**config.mk**
```make
export PLATFORM = sky130hd
export DESIGN_NAME = gcm_pkt_sequencer
export DESIGN_NICKNAME = d
export VERILOG_FILES = /design/src/rtl/gcm_pkt_pkg.sv /design/src/rtl/gcm_tag_delay.sv /design/src/rtl/gcm_pkt_sequencer.sv
export SDC_FILE = /design/constraint.sdc
export NUM_CORES = 1
export LEC_CHECK = 0
export CORE_MARGIN = 2
export CORE_UTILIZATION = 50
export CTS_CLUSTER_DIAMETER = 100
export DETAILED_ROUTE_END_ITERATION = 8
export PLACE_DENSITY = 0.8
export SYNTH_ARGS = -nofsm -noshare
export SYNTH_HDL_FRONTEND = slang
export SYNTH_SLANG_ARGS = --single-unit
```
**constraint.sdc**
```tcl
create_clock -name clk -period 5.8 [get_ports clk]
set_input_delay 1.74 -clock clk [delete_from_list [all_inputs] [get_ports clk]]
set_output_delay 1.74 -clock clk [all_outputs]
set_load 0.005 [all_outputs]
```
**src/rtl/gcm_pkt_pkg.sv**
```systemverilog
// gcm_pkt_pkg: shared types and helpers for the GCM packet sequencer.
//   beat_e     - class of a beat issued to the cores (IDLE / HDR / BODY)
//   tag_ctl_t  - control part of the beat tag {valid, state, last}; the
//                lane-enable field is appended in the top, where LANES is known
//   beat_bytes - bytes consumed per beat across all lanes (BB)
//   payload_bytes - length field minus offset, clamped at zero
//   ceil_beats - number of BODY beats needed to carry a payload
package gcm_pkt_pkg;

    typedef enum logic [1:0] {
        ST_IDLE = 2'd0,
        ST_HDR  = 2'd1,
        ST_BODY = 2'd2
    } beat_e;

    typedef struct packed {
        logic  valid;
        beat_e state;
        logic  last;
    } tag_ctl_t;

    function automatic int unsigned beat_bytes(input int unsigned lanes,
                                               input int unsigned data_w);
        return (lanes * data_w) / 32'd8;
    endfunction

    function automatic logic [15:0] payload_bytes(input logic [15:0] len,
                                                  input logic [15:0] offset);
        if (len > offset) begin
            return len - offset;
        end else begin
            return 16'd0;
        end
    endfunction

    function automatic logic [16:0] ceil_beats(input logic [15:0] payload,
                                               input logic [16:0] bb);
        return ({1'b0, payload} + bb - 17'd1) / bb;
    endfunction

endpackage

```
**src/rtl/gcm_tag_delay.sv**
```systemverilog
// gcm_tag_delay: fixed-depth shift register carrying a beat tag alongside
// the core pipeline. All stages clear on the asynchronous reset.
// Ports:
//   clk - clock
//   rst - asynchronous active-high clear
//   d   - tag entering the line (WIDTH bits)
//   q   - tag leaving the line, DEPTH cycles after it entered
module gcm_tag_delay #(
    parameter int unsigned WIDTH = 8,
    parameter int unsigned DEPTH = 1
) (
    input  logic             clk,
    input  logic             rst,
    input  logic [WIDTH-1:0] d,
    output logic [WIDTH-1:0] q
);

    logic [WIDTH-1:0] stage_r [DEPTH];

    // shift the tag one stage per cycle; reset empties the whole line
    always_ff @(posedge clk or posedge rst) begin
        if (rst) begin
            for (int i = 0; i < DEPTH; i++) begin
                stage_r[i] <= {WIDTH{1'b0}};
            end
        end else begin
            stage_r[0] <= d;
            for (int i = 1; i < DEPTH; i++) begin
                stage_r[i] <= stage_r[i-1];
            end
        end
    end

    assign q = stage_r[DEPTH-1];

endmodule

```
**src/rtl/gcm_pkt_sequencer.sv**
```systemverilog
// gcm_pkt_sequencer: classifies packet beats (header / body) for a bank of
// LANES gcm_aes cores, derives the GCM plaintext size from the length field,
// produces per-lane encrypt enables (partial final beats included) and delays
// the beat tag by CORE_LAT so it lines up with core ciphertext.
// Optional build macro: PKT_LEN_CHK_EN adds a body-beat counter and drives
// o_len_err; without it o_len_err is constant 0.
// Ports:
//   clk, reset       - clock, asynchronous active-high reset
//   i_valid          - beat present
//   i_new / i_last   - first / final beat of a packet (qualified by i_valid)
//   i_len            - packet length in bytes, sampled with i_new
//   o_core_valid/new/last, o_state, o_lane_en, o_pt_size - issue outputs,
//                      registered one cycle after the input beat
//   o_valid_dly, o_state_dly, o_last_dly, o_lane_en_dly - issue tag delayed
//                      by CORE_LAT cycles
//   o_len_err        - length / beat-count mismatch pulse
module gcm_pkt_sequencer
    import gcm_pkt_pkg::*;
#(
    parameter int unsigned DATA_W     = 128,
    parameter int unsigned LANES      = 2,
    parameter int unsigned HDR_WORDS  = 2,
    parameter int unsigned LEN_OFFSET = 14,
    parameter int unsigned CORE_LAT   = 12
) (
    input  logic              clk,
    input  logic              reset,
    input  logic              i_valid,
    input  logic              i_new,
    input  logic              i_last,
    input  logic [15:0]       i_len,
    output logic              o_core_valid,
    output logic              o_core_new,
    output logic              o_core_last,
    output logic [63:0]       o_pt_size,
    output logic [LANES-1:0]  o_lane_en,
    output logic [1:0]        o_state,
    output logic              o_valid_dly,
    output logic [1:0]        o_state_dly,
    output logic              o_last_dly,
    output logic [LANES-1:0]  o_lane_en_dly,
    output logic              o_len_err
);

    localparam int unsigned BB         = beat_bytes(LANES, DATA_W);
    localparam int unsigned LANE_BYTES = DATA_W / 32'd8;
    localparam logic [15:0] BB16       = 16'(BB);
    localparam logic [15:0] OFF16      = 16'(LEN_OFFSET);
    localparam logic [3:0]  HDR_LAST   = 4'(HDR_WORDS);

    typedef struct packed {
        tag_ctl_t         ctl;
        logic [LANES-1:0] lane_en;
    } tag_t;

    localparam int unsigned TAG_W = $bits(tag_t);

    beat_e            state_r;
    beat_e            state_nxt_s;
    logic [3:0]       hdr_cnt_r;
    logic [3:0]       hdr_cnt_nxt_s;
    logic [15:0]      rem_r;
    logic [15:0]      rem_nxt_s;
    logic [63:0]      pt_size_r;
    logic [63:0]      pt_size_nxt_s;
    logic [15:0]      payload_s;
    logic             accept_s;
    logic             restart_s;
    beat_e            beat_cls_s;
    logic [LANES-1:0] lane_body_s;
    logic [LANES-1:0] lane_en_s;

    logic             core_valid_r;
    logic             core_new_r;
    logic             core_last_r;
    beat_e            state_out_r;
    logic [LANES-1:0] lane_en_r;

    tag_t             tag_in_s;
    tag_t             tag_dly_s;

    assign payload_s = payload_bytes(i_len, OFF16);

    // lane k still has data while more than k lane-widths of payload remain
    always_comb begin
        lane_body_s = {LANES{1'b0}};
        for (int k = 0; k < LANES; k++) begin
            lane_body_s[k] = (32'(rem_r) > (32'(k) * LANE_BYTES));
        end
    end

    // next-state, beat classification and counter updates
    always_comb begin
        state_nxt_s   = state_r;
        hdr_cnt_nxt_s = hdr_cnt_r;
        rem_nxt_s     = rem_r;
        pt_size_nxt_s = pt_size_r;
        accept_s      = 1'b0;
        restart_s     = 1'b0;
        beat_cls_s    = ST_IDLE;
        lane_en_s     = {LANES{1'b0}};
        if (i_valid) begin
            if (i_new) begin
                // a new packet always starts as the first header beat,
                // even if one is already in flight
                accept_s      = 1'b1;
                restart_s     = (state_r != ST_IDLE);
                beat_cls_s    = ST_HDR;
                hdr_cnt_nxt_s = 4'd1;
                rem_nxt_s     = payload_s;
                pt_size_nxt_s = {45'd0, payload_s, 3'b000};
                if (i_last) begin
                    state_nxt_s = ST_IDLE;
                end else if (HDR_WORDS == 32'd1) begin
                    state_nxt_s = ST_BODY;
                end else begin
                    state_nxt_s = ST_HDR;
                end
            end else begin
                case (state_r)
                    ST_IDLE: begin
                        // beat outside a packet: dropped
                        state_nxt_s = ST_IDLE;
                    end
                    ST_HDR: begin
                        accept_s      = 1'b1;
                        beat_cls_s    = ST_HDR;
                        hdr_cnt_nxt_s = hdr_cnt_r + 4'd1;
                        if (i_last) begin
                            state_nxt_s = ST_IDLE;
                        end else if ((hdr_cnt_r + 4'd1) == HDR_LAST) begin
                            state_nxt_s = ST_BODY;
                        end else begin
                            state_nxt_s = ST_HDR;
                        end
                    end
                    ST_BODY: begin
                        accept_s   = 1'b1;
                        beat_cls_s = ST_BODY;
                        lane_en_s  = lane_body_s;
                        if (rem_r > BB16) begin
                            rem_nxt_s = rem_r - BB16;
                        end else begin
                            rem_nxt_s = 16'd0;
                        end
                        if (i_last) begin
                            state_nxt_s = ST_IDLE;
                        end else begin
                            state_nxt_s = ST_BODY;
                        end
                    end
                    default: begin
                        state_nxt_s = ST_IDLE;
                    end
                endcase
            end
        end else begin
            state_nxt_s = state_r;
        end
    end

    // FSM state register
    always_ff @(posedge clk or posedge reset) begin
        if (reset) begin
            state_r <= ST_IDLE;
        end else begin
            state_r <= state_nxt_s;
        end
    end

    // packet counters, size latch and registered issue outputs
    always_ff @(posedge clk or posedge reset) begin
        if (reset) begin
            hdr_cnt_r    <= 4'd0;
            rem_r        <= 16'd0;
            pt_size_r    <= 64'd0;
            core_valid_r <= 1'b0;
            core_new_r   <= 1'b0;
            core_last_r  <= 1'b0;
            state_out_r  <= ST_IDLE;
            lane_en_r    <= {LANES{1'b0}};
        end else begin
            hdr_cnt_r    <= hdr_cnt_nxt_s;
            rem_r        <= rem_nxt_s;
            pt_size_r    <= pt_size_nxt_s;
            core_valid_r <= accept_s;
            core_new_r   <= accept_s & i_new;
            core_last_r  <= accept_s & i_last;
            state_out_r  <= beat_cls_s;
            lane_en_r    <= lane_en_s;
        end
    end

    // tag entering the delay line is the registered issue tag
    always_comb begin
        tag_in_s.ctl.valid = core_valid_r;
        tag_in_s.ctl.state = state_out_r;
        tag_in_s.ctl.last  = core_last_r;
        tag_in_s.lane_en   = lane_en_r;
    end

    gcm_tag_delay #(
        .WIDTH (TAG_W),
        .DEPTH (CORE_LAT)
    ) u_tag_delay (
        .clk (clk),
        .rst (reset),
        .d   (tag_in_s),
        .q   (tag_dly_s)
    );

    assign o_core_valid  = core_valid_r;
    assign o_core_new    = core_new_r;
    assign o_core_last   = core_last_r;
    assign o_pt_size     = pt_size_r;
    assign o_lane_en     = lane_en_r;
    assign o_state       = state_out_r;
    assign o_valid_dly   = tag_dly_s.ctl.valid;
    assign o_state_dly   = tag_dly_s.ctl.state;
    assign o_last_dly    = tag_dly_s.ctl.last;
    assign o_lane_en_dly = tag_dly_s.lane_en;

`ifdef PKT_LEN_CHK_EN
    localparam logic [16:0] BB17 = 17'(BB);

    logic [16:0] body_cnt_r;
    logic [16:0] body_cnt_nxt_s;
    logic [16:0] exp_beats_r;
    logic [16:0] exp_beats_nxt_s;
    logic [16:0] exp_new_s;
    logic        len_err_s;
    logic        len_err_r;

    // compare body beats seen against the count the length field implies;
    // a restart is always reported
    always_comb begin
        body_cnt_nxt_s  = body_cnt_r;
        exp_beats_nxt_s = exp_beats_r;
        len_err_s       = 1'b0;
        exp_new_s       = ceil_beats(payload_s, BB17);
        if (accept_s) begin
            if (i_new) begin
                body_cnt_nxt_s  = 17'd0;
                exp_beats_nxt_s = exp_new_s;
                len_err_s       = restart_s | (i_last & (exp_new_s != 17'd0));
            end else if (beat_cls_s == ST_BODY) begin
                body_cnt_nxt_s = body_cnt_r + 17'd1;
                len_err_s      = i_last & ((body_cnt_r + 17'd1) != exp_beats_r);
            end else begin
                len_err_s = i_last & (body_cnt_r != exp_beats_r);
            end
        end else begin
            len_err_s = 1'b0;
        end
    end

    // length-check state; the error pulse issues alongside o_core_last
    always_ff @(posedge clk or posedge reset) begin
        if (reset) begin
            body_cnt_r  <= 17'd0;
            exp_beats_r <= 17'd0;
            len_err_r   <= 1'b0;
        end else begin
            body_cnt_r  <= body_cnt_nxt_s;
            exp_beats_r <= exp_beats_nxt_s;
            len_err_r   <= len_err_s;
        end
    end

    assign o_len_err = len_err_r;
`else
    assign o_len_err = 1'b0;
`endif

endmodule

```
==> results_dict.tcl <==
set metrics [dict create \
    dp_hpwl_mm 5.52 \
    fin_total_pwr_mw 2.14 \
    ys.flop_type "dfrtp_1" \
    netlist_instances 361 \
    ys_seq_area_share_pct 64.2 \
    die_w_um 99.5 \
    cts_tree "yes" \
    cp.required_ns 6.19 \
    synth-compound-area-share_pct 10.7 \
    timing.rr.start "rem_r[12]" \
    cts_setup_buffers 0 \
    vias 2855 \
    path_max_fanout 12 \
    min_path_type "reg2reg" \
    core_um2 8760 \
    finalWorstSetupSlack_ns 2.03 \
    yosysWarnings 0 \
    min_from "u_tag_delay.stage_r[50]" \
    fin_crit_ns 3.77 \
    ios 99 \
    drt_first_iter_violations 232 \
    synth-xor-area-share_pct 2.69 \
    clk_latency_ns 0.51 \
    ant_nets 0 \
    sw_frac_of_total_pct 25.1 \
    netlist_area_um2 4560 \
    vias_per_cell 5.31 \
    final_cell_count_no_fill 538 \
    ys_seq_elements 117 \
    path_clk_slew_ns 0.06 \
    start_util_pct 52.0 \
    finish.utilization_pct 62.7 \
    power_frac_clock_pct 46.3 \
    cts_root_buffer "clkbuf_8" \
    tns_ns 0 \
    finalMaxSlewViolations 0 \
    peakVddDrop_v 0.000215 \
    p_int_mw 1.60 \
    rsz0062_at_grt "no" \
    clock.fmax_mhz 266 \
    avgSynthCellArea_um2 12.6 \
    setup_violations 0 \
    cts-hold-fix-buffers 0 \
    synth_edf_count 0 \
    first_pass_iters 5 \
    rrSetupSlack_ns 3.37 \
    grt_overflow 0 \
    synthMuxAreaShare_pct 0.220 \
    drc 0 \
    numPortBuffers 49 \
    routabilityCongestion 0.826 \
    grt_pass1_vias 2845 \
    holdWs_ns 0.344 \
    postCtsResizedCells 0 \
    die_h_um 99.5 \
    switchingPower_mw 0.537 \
    seqPwrFrac_pct 43.6 \
    diodes 0 \
    synth_area_leaders "dfrtp_1, buf_4, ha_1" \
    r2r_cells 4 \
    run_status "finished, final reports clean" \
    yosys.area_share.adder_pct 1.92 \
    grt_pass1_wl_mm 13.6 \
    yosys.cell_types.count 49 \
    leakagePower_nw 2.60 \
    timing.final.crit_share_pct 64.9 \
    worstMarginPinSlew_ns 1.04 \
    place_ws_ns 1.59 \
    dieArea_um2 9900 \
    synth_simple_gate_area_share_pct 9.39 \
    wl_per_cell_um 15.6 \
    syn2layout_area_growth_pct 20.5 \
    track_usage_pct 18.0 \
    final_hold_viol_count 0 \
    powerDensity_nw_per_um2 389 \
    whs_endpoint "u_tag_delay.stage_r[44]" \
    power.share.combinational_pct 10.1 \
    dpl.cell_count 506 \
    fin_area_um2 5490 \
    synth.top_cell.area_share_pct 64.2 \
    worstPathArrival_ns 4.15 \
    row_count 34 \
    cts_max_path_buffers 2 \
    nets 445 \
    routed_wl_mm 8.40 \
    max_slew_margin_pct 30.8 \
    grt_max_degree 91 \
    placed_cell_area_um2 4920 \
    cts_buffers 17 \
    endpoint_kind "flop" \
    critPathLaunchType "input port" \
    yosysTopAreaCell "dfrtp_1" \
    drv_cap 0 \
    clock_sinks 117 \
    final_layout_size_suffix_gt1_share_pct 8.60 \
    r2r_end "rem_r[15]" \
    fin_worst_skew_ns 0.00862 \
    fill_cells 669 \
    crit_type "in2reg" \
    synthArstFlopShare_pct 100 \
    antenna_found_initial 0 \
    htreeDepth 4 \
    hold_depth 0 \
    synth_top_family_by_area "buffers and inverters" \
]
## how the worst max path moves through the flow
stage	cells after the start	from	slack [ns]	to
floorplan	1	reset	0.96	hdr_cnt_r[0]
CTS	5	i_len[8]	2.09	rem_r[10]
global placement	5	i_len[8]	1.65	rem_r[13]
global route	5	i_len[8]	2.00	rem_r[15]
detailed placement	5	i_len[8]	1.59	rem_r[15]
finish	5	i_len[8]	2.03	rem_r[10]
## layer usage
layer / vias up / share of wire [%] / global-route usage (%)
met5: - / 0 / 0
met4: 0 / 2.3 / 7.59
met3: 22 / 7.3 / 7.10
met2: 149 / 51 / 28.8
met1: 1420 / 40 / 21.8
li1: 1264 / - / -
## state kept, by name, summed over array words and instances, names as in the netlist, 2 cells and up
name / cells
o_pt_size: 16
o_state: 2
u_tag_delay.q: 6
rem_r: 16
state_r: 2
o_lane_en: 2
hdr_cnt_r: 4
u_tag_delay.stage_r: 66
## cell usage after synthesis, drive strengths merged, types with 5 or more instances
cell type,n
a21o,10
dfrtp,117
ha,7
o21ai,14
xnor2,10
o22ai,5
buf,57
inv,11
nor4,8
a21oi,7
nand2,20
a22o,6
nor3,8
nor2,19
## layout make-up
class,instances,area [um^2],share of cell area [%]
flip-flops and latches,117,2930,53.3
multi-input cells,220,1320,24.0
repair buffers,50,498,9.06
clock buffers,18,418,7.61
clock inverters,14,153,2.78
well taps,108,135,2.46
inverters,11,43.8,0.797
## layout by cell type (no fill, tap or decap), types with 4 or more instances in the layout
master             n
nor3_1             8
ha_1               7
xor2_1             4
conb_1            49
clkbuf_16         16
or3_1              4
nor4_1             7
o22ai_1            5
a22o_1             6
clkdlybuf4s50_1   49
a211o_1            4
a21o_1            10
nand3_1            4
o21ai_0           14
inv_1             10
nand2_1           19
clkinvlp_4         4
xnor2_1           10
a21oi_1            7
nor2_1            19
and2_1             4
dfrtp_1          117
## power by group through the flow
stage	clock [mW]	combinational (mW)	sequential, mW
floorplan	0	0.149	0.932
global placement	0	0.202	0.939
detailed placement	0	0.213	0.942
CTS	1.01	0.216	0.930
global route	1.05	0.238	0.939
finish	0.989	0.216	0.931
## critical path, cell delays in order
cell and delay (ns):
clkdlybuf4s50_1 0.48, or4_1 0.70, o41ai_4 0.75, nor2_1 0.20, a211o_1 0.28
## cells by family (layout without fill, tap and decap cells)
group,after synthesis,in the layout
fa+ha+maj,7,7
mux,1,1
xor+xnor,14,14
simple gates,83,83
flops,117,117
buf+inv,72,93
compound gates,66,66
other cells,1,49
No activity file was read; power rests on OpenSTA's default activity.
